[config.mk]
export PLATFORM = sky130hd
export DESIGN_NAME = flash_prog_sequencer_flat
export DESIGN_NICKNAME = d
export VERILOG_FILES = /design/src/rtl/flash_prog_sequencer_if.sv /design/src/rtl/flash_prog_sequencer.sv /design/src/flat_wrapper.sv
export SDC_FILE = /design/constraint.sdc
export NUM_CORES = 1
export LEC_CHECK = 0
export CORE_MARGIN = 5
export CORE_UTILIZATION = 54
export DETAILED_ROUTE_END_ITERATION = 10
export PLACE_DENSITY_LB_ADDON = 0.1
export SLEW_MARGIN = 10
export SYNTH_ARGS = -nofsm -noshare
export SYNTH_HDL_FRONTEND = slang
export SYNTH_SLANG_ARGS = --single-unit
[constraint.sdc]
create_clock -name clk -period 3.4 [get_ports clk]
set_clock_uncertainty 0.1 [all_clocks]
set_input_delay 0.68 -clock clk [delete_from_list [all_inputs] [get_ports clk]]
set_output_delay 0.68 -clock clk [all_outputs]
set_load 0.005 [all_outputs]
[src/rtl/flash_prog_sequencer_if.sv]
// rtl/flash_prog_sequencer_if.sv - command/completion channel between the programming sequencer and the flash macro engine
//
// Signals:
//   macro_states            command code (4'hA erase sector, 4'hC write page, 4'hD read page)
//   macro_states_valid      one-cycle command strobe
//   addr_reg                byte address of the current command
//   flash_macro_states_done one-cycle completion from the flash engine
//   buff_page_ready         a full page of program data is buffered upstream
//   verify_pass/verify_fail read-back verdict pulses (only with FLASH_PROG_SEQ_VERIFY_EN)
// Modports: master = sequencer side, slave = flash engine / buffer side.
interface flash_prog_sequencer_if #(
    parameter int ADDR_W = 32
);
    logic [3:0]        macro_states;
    logic              macro_states_valid;
    logic [ADDR_W-1:0] addr_reg;
    logic              flash_macro_states_done;
    logic              buff_page_ready;
`ifdef FLASH_PROG_SEQ_VERIFY_EN
    logic              verify_pass;
    logic              verify_fail;
`endif

    modport master (
        output macro_states,
        output macro_states_valid,
        output addr_reg,
`ifdef FLASH_PROG_SEQ_VERIFY_EN
        input  verify_pass,
        input  verify_fail,
`endif
        input  flash_macro_states_done,
        input  buff_page_ready
    );

    modport slave (
        input  macro_states,
        input  macro_states_valid,
        input  addr_reg,
`ifdef FLASH_PROG_SEQ_VERIFY_EN
        output verify_pass,
        output verify_fail,
`endif
        output flash_macro_states_done,
        output buff_page_ready
    );
endinterface

[src/rtl/flash_prog_sequencer.sv]
// rtl/flash_prog_sequencer.sv - erase-then-page-program sequencer for one flash programming job
//
// Ports:
//   clk, rst_n       clock, asynchronous active-low reset
//   start            one-cycle job start, taken only while busy=0
//   start_addr       job base address (sampled with start)
//   data_len         job length in bytes (sampled with start)
//   busy             job in progress
//   job_done         one-cycle pulse on successful completion
//   job_err          sticky error: 0 none, 1 misaligned, 2 timeout, 3 verify fail
//   mif (master)     command strobe/code/address out, done and buffer-ready in
// Optional macro FLASH_PROG_SEQ_VERIFY_EN adds a read-back (4'hD) after every page
// write, answered by verify_pass / verify_fail on mif.
module flash_prog_sequencer #(
    parameter int ADDR_W       = 32,
    parameter int LEN_W        = 32,
    parameter int PAGE_BYTES   = 256,
    parameter int SECTOR_BYTES = 4096,
    parameter int TIMEOUT_CYC  = 2**24
) (
    input  logic              clk,
    input  logic              rst_n,
    input  logic              start,
    input  logic [ADDR_W-1:0] start_addr,
    input  logic [LEN_W-1:0]  data_len,
    output logic              busy,
    output logic              job_done,
    output logic [1:0]        job_err,
    flash_prog_sequencer_if.master mif
);
    localparam int CW     = LEN_W + 1;
    localparam int PG_SH  = $clog2(PAGE_BYTES);
    localparam int SEC_SH = $clog2(SECTOR_BYTES);
    localparam int TW     = (TIMEOUT_CYC > 1) ? $clog2(TIMEOUT_CYC) : 1;
    localparam logic [TW-1:0]     TO_LAST  = TW'((TIMEOUT_CYC > 0) ? TIMEOUT_CYC - 1 : 0);
    localparam logic [ADDR_W-1:0] SEC_MASK = ADDR_W'(SECTOR_BYTES - 1);

    typedef enum logic [3:0] {
        S_IDLE, S_CHECK, S_CALC, S_ERS_ISSUE, S_ERS_WAIT, S_PG_WAITBUF,
        S_PG_ISSUE, S_PG_WAIT, S_PG_ADV, S_DONE, S_ERR, S_VFY_ISSUE, S_VFY_WAIT
    } state_t;

    state_t            state_q, state_d;
    logic [ADDR_W-1:0] base_q, base_d, addr_q, addr_d;
    logic [LEN_W-1:0]  len_q, len_d;
    logic [CW-1:0]     sec_total_q, sec_total_d, pg_total_q, pg_total_d;
    logic [CW-1:0]     sec_cnt_q, sec_cnt_d, pg_cnt_q, pg_cnt_d;
    logic [TW-1:0]     timer_q, timer_d;
    logic [3:0]        code_q, code_d;
    logic              valid_q, valid_d, busy_q, busy_d, done_q, done_d;
    logic [1:0]        err_q, err_d;
    logic [CW-1:0]     sec_sum, pg_sum;
    logic              done_ok, timeout_hit;

    assign busy                   = busy_q;
    assign job_done               = done_q;
    assign job_err                = err_q;
    assign mif.macro_states       = code_q;
    assign mif.macro_states_valid = valid_q;
    assign mif.addr_reg           = addr_q;

    always_comb begin
        state_d     = state_q;
        base_d      = base_q;
        addr_d      = addr_q;
        len_d       = len_q;
        sec_total_d = sec_total_q;
        pg_total_d  = pg_total_q;
        sec_cnt_d   = sec_cnt_q;
        pg_cnt_d    = pg_cnt_q;
        timer_d     = '0;
        code_d      = code_q;
        valid_d     = 1'b0;
        busy_d      = busy_q;
        done_d      = 1'b0;
        err_d       = err_q;
        // Ceiling division by power-of-two sizes; the extra bit absorbs the rounding carry.
        sec_sum     = {1'b0, len_q} + CW'(SECTOR_BYTES - 1);
        pg_sum      = {1'b0, len_q} + CW'(PAGE_BYTES - 1);
        // A completion coinciding with the strobe belongs to no command yet.
        done_ok     = mif.flash_macro_states_done && !valid_q;
        timeout_hit = (TIMEOUT_CYC != 0) && (timer_q == TO_LAST);

        case (state_q)
            // DONE and ERR last one cycle with busy already low, so a start there is accepted.
            S_IDLE, S_DONE, S_ERR: begin
                state_d = S_IDLE;
                if (start) begin
                    base_d  = start_addr;
                    len_d   = data_len;
                    busy_d  = 1'b1;
                    err_d   = 2'd0;
                    state_d = S_CHECK;
                end
            end
            S_CHECK: begin
                if ((base_q & SEC_MASK) != '0) begin
                    err_d   = 2'd1;
                    busy_d  = 1'b0;
                    state_d = S_ERR;
                end else if (len_q == '0) begin
                    done_d  = 1'b1;
                    busy_d  = 1'b0;
                    state_d = S_DONE;
                end else begin
                    state_d = S_CALC;
                end
            end
            S_CALC: begin
                sec_total_d = sec_sum >> SEC_SH;
                pg_total_d  = pg_sum >> PG_SH;
                sec_cnt_d   = '0;
                pg_cnt_d    = '0;
                addr_d      = base_q;
                state_d     = S_ERS_ISSUE;
            end
            S_ERS_ISSUE: begin
                code_d  = 4'hA;
                valid_d = 1'b1;
                state_d = S_ERS_WAIT;
            end
            S_ERS_WAIT: begin
                timer_d = timer_q + TW'(1);
                if (done_ok) begin
                    sec_cnt_d = sec_cnt_q + CW'(1);
                    if (sec_cnt_q + CW'(1) == sec_total_q) begin
                        addr_d  = base_q;
                        state_d = S_PG_WAITBUF;
                    end else begin
                        addr_d  = addr_q + ADDR_W'(SECTOR_BYTES);
                        state_d = S_ERS_ISSUE;
                    end
                end else if (timeout_hit) begin
                    err_d   = 2'd2;
                    busy_d  = 1'b0;
                    state_d = S_ERR;
                end
            end
            S_PG_WAITBUF: begin
                if (mif.buff_page_ready) state_d = S_PG_ISSUE;
            end
            S_PG_ISSUE: begin
                code_d  = 4'hC;
                valid_d = 1'b1;
                state_d = S_PG_WAIT;
            end
            S_PG_WAIT: begin
                timer_d = timer_q + TW'(1);
                if (done_ok) begin
`ifdef FLASH_PROG_SEQ_VERIFY_EN
                    state_d = S_VFY_ISSUE;
`else
                    state_d = S_PG_ADV;
`endif
                end else if (timeout_hit) begin
                    err_d   = 2'd2;
                    busy_d  = 1'b0;
                    state_d = S_ERR;
                end
            end
`ifdef FLASH_PROG_SEQ_VERIFY_EN
            S_VFY_ISSUE: begin
                code_d  = 4'hD;
                valid_d = 1'b1;
                state_d = S_VFY_WAIT;
            end
            S_VFY_WAIT: begin
                timer_d = timer_q + TW'(1);
                if (mif.verify_pass && !valid_q) begin
                    state_d = S_PG_ADV;
                end else if (mif.verify_fail && !valid_q) begin
                    err_d   = 2'd3;
                    busy_d  = 1'b0;
                    state_d = S_ERR;
                end else if (timeout_hit) begin
                    err_d   = 2'd2;
                    busy_d  = 1'b0;
                    state_d = S_ERR;
                end
            end
`endif
            S_PG_ADV: begin
                addr_d   = addr_q + ADDR_W'(PAGE_BYTES);
                pg_cnt_d = pg_cnt_q + CW'(1);
                if (pg_cnt_q + CW'(1) == pg_total_q) begin
                    done_d  = 1'b1;
                    busy_d  = 1'b0;
                    state_d = S_DONE;
                end else begin
                    state_d = S_PG_WAITBUF;
                end
            end
            default: state_d = S_IDLE;
        endcase
    end

    always_ff @(posedge clk or negedge rst_n) begin
        if (!rst_n) begin
            state_q     <= S_IDLE;
            base_q      <= '0;
            addr_q      <= '0;
            len_q       <= '0;
            sec_total_q <= '0;
            pg_total_q  <= '0;
            sec_cnt_q   <= '0;
            pg_cnt_q    <= '0;
            timer_q     <= '0;
            code_q      <= '0;
            valid_q     <= 1'b0;
            busy_q      <= 1'b0;
            done_q      <= 1'b0;
            err_q       <= '0;
        end else begin
            state_q     <= state_d;
            base_q      <= base_d;
            addr_q      <= addr_d;
            len_q       <= len_d;
            sec_total_q <= sec_total_d;
            pg_total_q  <= pg_total_d;
            sec_cnt_q   <= sec_cnt_d;
            pg_cnt_q    <= pg_cnt_d;
            timer_q     <= timer_d;
            code_q      <= code_d;
            valid_q     <= valid_d;
            busy_q      <= busy_d;
            done_q      <= done_d;
            err_q       <= err_d;
        end
    end
endmodule

[src/flat_wrapper.sv]
// flat-port wrapper written by rule: the top's interface ports become plain ports
module flash_prog_sequencer_flat 
#(
    parameter int ADDR_W       = 32,
    parameter int LEN_W        = 32,
    parameter int PAGE_BYTES   = 256,
    parameter int SECTOR_BYTES = 4096,
    parameter int TIMEOUT_CYC  = 2**24
)
  (clk, rst_n, start, start_addr, data_len, busy, job_done, job_err, mif_macro_states, mif_macro_states_valid, mif_addr_reg, mif_flash_macro_states_done, mif_buff_page_ready);
  flash_prog_sequencer_if #(.ADDR_W(ADDR_W)) mif_i ();
  input  logic clk;
  input  logic rst_n;
  input  logic start;
  input  logic [ADDR_W-1:0] start_addr;
  input  logic [LEN_W-1:0] data_len;
  output logic busy;
  output logic job_done;
  output logic [1:0] job_err;
  output wire logic [$bits(mif_i.macro_states)-1:0] mif_macro_states;
  output wire logic [$bits(mif_i.macro_states_valid)-1:0] mif_macro_states_valid;
  output wire logic [$bits(mif_i.addr_reg)-1:0] mif_addr_reg;
  input wire logic [$bits(mif_i.flash_macro_states_done)-1:0] mif_flash_macro_states_done;
  input wire logic [$bits(mif_i.buff_page_ready)-1:0] mif_buff_page_ready;
  assign mif_macro_states = mif_i.macro_states;
  assign mif_macro_states_valid = mif_i.macro_states_valid;
  assign mif_addr_reg = mif_i.addr_reg;
  assign mif_i.flash_macro_states_done = mif_flash_macro_states_done;
  assign mif_i.buff_page_ready = mif_buff_page_ready;
  flash_prog_sequencer #(.ADDR_W(ADDR_W), .LEN_W(LEN_W), .PAGE_BYTES(PAGE_BYTES), .SECTOR_BYTES(SECTOR_BYTES), .TIMEOUT_CYC(TIMEOUT_CYC)) u_core (.clk(clk), .rst_n(rst_n), .start(start), .start_addr(start_addr), .data_len(data_len), .busy(busy), .job_done(job_done), .job_err(job_err), .mif(mif_i));
endmodule
After elaboration in Yosys (flattened, before gate mapping)
Index checks and enable logic that the tools add are counted.
- output and inout bits: 41
- ROM bits: 0
- register bits: 245
- word-level logic and storage cells: 96
- memory bits (writable): 0
- memories kept: 0
- latch bits: 0
- input bits: 69
- eq/ne operators: 21
- $add $sub $neg: 7
- shift-type cells: 0
- div/mod/pow operators: 0
- bitwise logic cells: 0
- reductions and logical operators: 19
- $lt $le $gt $ge: 0
- multiply operators: 0
- mux-type cells: 35
- operators with widths (operator ; number):
    case mux 33 bit (2 select lines) ; 2
    case mux 32 bit (3 select lines) ; 1
    adder 33 x 1 -> 33 bit (second input constant) ; 2
    2-to-1 mux 32 bit ; 2
    case mux 4 bit (9 select lines) ; 1
    adder 32 x 12 -> 33 bit (second input constant) ; 1
    adder 32 x 8 -> 33 bit (second input constant) ; 1
    == test 33 x 21 -> 1 bit ; 1
    == test 33 x 25 -> 1 bit ; 1
    2-to-1 mux 33 bit ; 1
    adder 32 x 13 -> 32 bit (second input constant) ; 1
    adder 32 x 9 -> 32 bit (second input constant) ; 1
    zero test 32 bit ; 1
    nonzero test 32 bit ; 1
    2-to-1 mux 4 bit ; 7
    adder 24 x 1 -> 24 bit (second input constant) ; 1
    == test 24 bit (second input constant) ; 1
    2-to-1 mux 24 bit ; 1
    == test 4 x 3 -> 1 bit (second input constant) ; 4
    == test 4 bit (second input constant) ; 3
    2-to-1 mux 1 bit ; 11
    == test 4 x 2 -> 1 bit (second input constant) ; 2
    2-to-1 mux 2 bit ; 4
    != test 2 x 1 -> 1 bit (second input constant) ; 4
    other kinds (19) ; 27

Depth between registers and ports, before layout
- depth after elaboration: 5
- depth in mapped cells: 13
- mapped depth without buffers: 10

Worst setup path before layout
Ideal clock, no wire load.
- path kind: register to register
- start: register u_core.sec_cnt_q[0]
- end: register u_core.addr_q[1] (netlist: u_core.mif.addr_reg[1])
- stages on the path, launching flop included: 14
- required time: 3.175 ns
- data arrival time: 3.008 ns
- period minus slack after synthesis: 3.233 ns
- buffers on the path: 3
- slack: 0.167 ns
- setup time: 0.125 ns
- cell sequence: dfrtp_1 ha_1 and3_1 buf_2 and3_1 buf_2 nand4_1 xnor2_1 a2111oi_4 and3_1 nor2_1 nor2_2 buf_4 mux2_2
- longest elaborated chain between the ends: 5
- RTL lines (element ; line ; RTL):
    from (decl) ; flash_prog_sequencer.sv:47 ; logic [CW-1:0] sec_cnt_q, sec_cnt_d, pg_cnt_q, pg_cnt_d;
    from (signal assigned) ; flash_prog_sequencer.sv:220 ; sec_cnt_q <= sec_cnt_d;
    adder 33 x 1 -> 33 bit ; flash_prog_sequencer.sv:126 ; if (sec_cnt_q + CW'(1) == sec_total_q) begin
    == test 33 x 21 -> 1 bit ; flash_prog_sequencer.sv:126 ;
    2-to-1 mux 32 bit ; flash_prog_sequencer.sv:126 ;
    2-to-1 mux 32 bit ; flash_prog_sequencer.sv:124 ; if (done_ok) begin
    case mux 32 bit (3 select lines) ; flash_prog_sequencer.sv:84 ; case (state_q)
    to (signal assigned) ; flash_prog_sequencer.sv:216 ; addr_q <= addr_d;
    to (decl) ; flash_prog_sequencer.sv:44 ; logic [ADDR_W-1:0] base_q, base_d, addr_q, addr_d;
No other way between the ends. The select of a mux whose other input is x is not followed.
A chain may end at the register's enable or synchronous reset.

Final worst setup path
- start: register u_core.sec_cnt_q[0]
- end: register u_core.addr_q[8] (netlist: u_core.mif.addr_reg[8])
The elaborated chain is that of the path after synthesis.

==> results.py <==
metrics = {
    "run_status": {
        "run_status": "completed",
    },
    "yosys": {
        "synthFlopType": "dfrtp_1",
        "synth_top_family_by_area": "simple AND/OR/NAND/NOR gates",
        "ys_ff_latch": 244,
        "synth_compound_area_share_pct": 15.2,
        "synth_area_um2": 14300,
        "postSynth.asyncResetShare_pct": 100,
        "synth_edf_count": 0,
        "ys_types": 72,
        "synth-xor-area-share_pct": 9.61,
        "avgSynthCellArea_um2": 8.95,
        "synth-simple-area-share_pct": 21.8,
        "syn-num-nets": 1674,
        "synth_fa_ha_area_share_pct": 0.437,
        "ys_seq_area_share_pct": 42.7,
        "synthCells": 1600,
        "yosysWarnings": 0,
        "muxShareOfSynthArea_pct": 6.44,
    },
    "global_routing": {
        "antenna_found_initial": 3,
        "grt_max_degree": 96,
        "track_usage_pct": 24.9,
        "overflow": 0,
        "grt_pass1_wl_mm": 63.1,
        "grt_pass1_vias": 11900,
    },
    "power": {
        "leakage_nw": 6.92,
        "p_per_area_nw_per_um2": 756,
        "ir_drop_mv": 0.535,
    },
    "finish": {
        "fill_cells": 2193,
        "final_common_cell": "dfrtp_1",
        "nets": 1765,
        "regArea_um2": 6110,
        "largest_registers": "u_core.pg_cnt_q (33), u_core.sec_cnt_q (33)",
        "diodes": 0,
        "multi_input_area_um2": 7740,
        "syn_to_final_growth_pct": 18.6,
        "stdcell_area_um2": 17000,
        "drive_gt1_share_pct": 13.3,
        "final_cell_mix": "dfrtp_1, nand2_1, o21ai_0, nor2_1, clkdlybuf4s50_1",
        "fin_cells": 2047,
    },
    "clock_tree": {
        "cts_setup_buffers": 0,
        "cts.reportedPaths.clkPinSlew_ns": 0.06,
        "clkSinkCount": 244,
        "cts_tree": "done",
        "cts_buffers": 28,
        "htree_levels": 1,
        "cts-root-buf": "clkbuf_16",
        "clk_path_buf_depth": 3,
        "clk_latency_ns": 0.55,
    },
    "place": {
        "placed_area_um2": 15900,
        "dp_hpwl_mm": 27.3,
        "place_congestion": 0.932,
        "placement.io_buffers": 108,
        "post-place-cells": 1996,
    },
    "floorplan": {
        "placementRows": 59,
        "core_area_um2": 26100,
        "fp.dieH_um": 173,
        "ios": 110,
        "initial_core_util_pct": 54.9,
        "dieArea_um2": 29900,
        "die_w_um": 173,
    },
    "drt": {
        "via_per_inst": 5.99,
        "firstDrtPassIters": 5,
        "route.antenna.remaining_nets": 0,
        "drc": 0,
        "routed_wl_mm": 38.1,
        "drt_iter0_markers": 1047,
        "wire_per_inst_um": 18.6,
        "routed-via-count": 12300,
    },
    "sta": {
        "slew_viol_final": 0,
        "finalHoldViolCount": 0,
        "slew_headroom_pct": 26.1,
        "fin_crit_ns": 3.24,
        "setup_viol": 0,
        "period_share_pct": 95.2,
        "tightest_slew_ns": 1.10,
        "grt_setup_unrepaired": "no",
        "timing.fmax_mhz": 309,
    },
    "setup_path": {
        "crit_buf_inv": 2,
        "critPathSlowestCell": "dfrtp_1",
        "endpoint_kind": "flip-flop",
        "reg2reg_from": "u_core.sec_cnt_q[0]$_DFFE_PN0P_",
        "critPathRequiredTime_ns": 3.75,
        "crit_path_max_fanout": 13,
        "slowest_delay_ns": 0.38,
        "rrSetupSlack_ns": 0.16,
        "worstPathCellList": "ha_1, and3_1, and3_2, a21bo_2, a211o_1, a2111oi_4, buf_4, nand3_1, buf_4, a21oi_4, a21oi_1, a21o_1",
        "r2r_cells": 12,
        "cpMostUsedCell": "buf_4",
        "cp_top_family": "compound AO/OA/AOI/OAI gates",
        "crit_path_start": "u_core.sec_cnt_q[0]$_DFFE_PN0P_",
        "timing.rr.end": "u_core.mif.addr_reg[8]$_DFFE_PN0P_",
        "crit_arrival_ns": 3.59,
        "crit_path_start_kind": "flip-flop",
        "worstSetupPathType": "reg -> reg",
    },
    "run": {
        "maxCapViolations": 0,
    },
    "min_path": {
        "hp-class": "in -> async",
    },
}
## power breakdown
part           leakage [nW]  switching [W]  internal [W]
logic                  3.31        0.00237       0.00229
clock network         0.501        0.00122       0.00200
registers              3.11        0.00114       0.00382
## cell usage after synthesis, types with 7 or more instances
| library cell | instances | area share (%) |
|---|---|---|
| nand4_1 | 46 | 2.0 |
| xnor2_1 | 83 | 5.1 |
| dfrtp_1 | 244 | 43 |
| and3_1 | 31 | 1.4 |
| nor2_1 | 123 | 3.2 |
| o211ai_1 | 7 | 0.37 |
| nand2_1 | 182 | 4.8 |
| o21ai_0 | 173 | 6.0 |
| or3_1 | 12 | 0.52 |
| and2_1 | 18 | 0.79 |
| xor2_1 | 74 | 4.5 |
| a211o_1 | 7 | 0.43 |
| clkbuf_1 | 79 | 2.1 |
| o31ai_1 | 24 | 1.3 |
| mux2_2 | 72 | 5.7 |
| nor2b_1 | 9 | 0.39 |
| nor3_1 | 35 | 1.2 |
| nand2b_1 | 8 | 0.35 |
| a31oi_1 | 26 | 1.1 |
| nor4_1 | 23 | 1.0 |
| o31a_1 | 7 | 0.43 |
| a21oi_1 | 56 | 2.0 |
| mux2i_1 | 10 | 0.70 |
| buf_2 | 24 | 0.84 |
| nand3_1 | 80 | 2.8 |
| inv_1 | 18 | 0.47 |
| and4_1 | 17 | 1.0 |
| o22ai_1 | 7 | 0.31 |
| o41ai_1 | 10 | 0.61 |
## cell type report
class	count	area share, %
timing repair buffer	176	9.55
sequential	244	36.0
clock buffer	43	5.16
clock inverter	8	0.862
tap	335	2.47
multi-input combinational	1223	45.6
inverter	18	0.398
## how the worst max path moves through the flow
stage,slack [ns],end,cells past startpoint
2_1_floorplan,0.17,u_core.mif.addr_reg[1]$_DFFE_PN0P_,13
3_3_place_gp,0.02,u_core.mif.addr_reg[8]$_DFFE_PN0P_,12
3_5_place_dp,-0.01,u_core.mif.addr_reg[8]$_DFFE_PN0P_,12
4_1_cts,0.02,u_core.state_q[2]$_DFFE_PN0P_,11
5_1_grt,0.002,u_core.state_q[2]$_DFFE_PN0P_,10
6_report,0.16,u_core.mif.addr_reg[8]$_DFFE_PN0P_,12
## layer usage
metal	vias up	wire length (µm)	track usage [%]	share of wire, %
met5	-	56	0	0.15
met4	6	923	6.19	2.4
met3	62	2750	5.22	7.2
met2	389	17300	38.6	45
met1	5888	17100	36.1	45
li1	5915	-	-	-
## logic make-up after synthesis
family,after synthesis
and+or+nand+nor,616
AOI/OAI and AO/OA,361
DFF,244
xor gates and xnor gates,157
buffers and inverters,133
muxes,83
adders and majority gates,5
other,1
## through the flow
stage | total power, W | setup TNS (ns) | hold slack, ns | setup WS [ns] | util, %
final | 0.0128 | 0 | 0.0569 | 0.163 | 65.2
after global routing | 0.0137 | 0 | 0.115 | 0.00200 | 65.2
after CTS | 0.0129 | 0 | 0.0778 | 0.0227 | 65.0
after detailed placement | 0.00962 | -0.0106 | 0.357 | -0.0106 | 61.1
after global placement | 0.00951 | 0 | 0.353 | 0.0238 | 61.1
after floorplan | 0.00782 | 0 | 0.284 | 0.167 | -
## timing repair
| action | CTS | global route |
|---|---|---|
| endpoints found under the hold margin | 0 | 0 |
| cloned | 0 | 0 |
| gates resized for setup | 1 | 15 |
| setup endpoints to repair | 1 | 21 |
| hold buffers | 0 | 0 |
| pin swaps | 0 | 1 |
(Power assumes the default switching activity.)
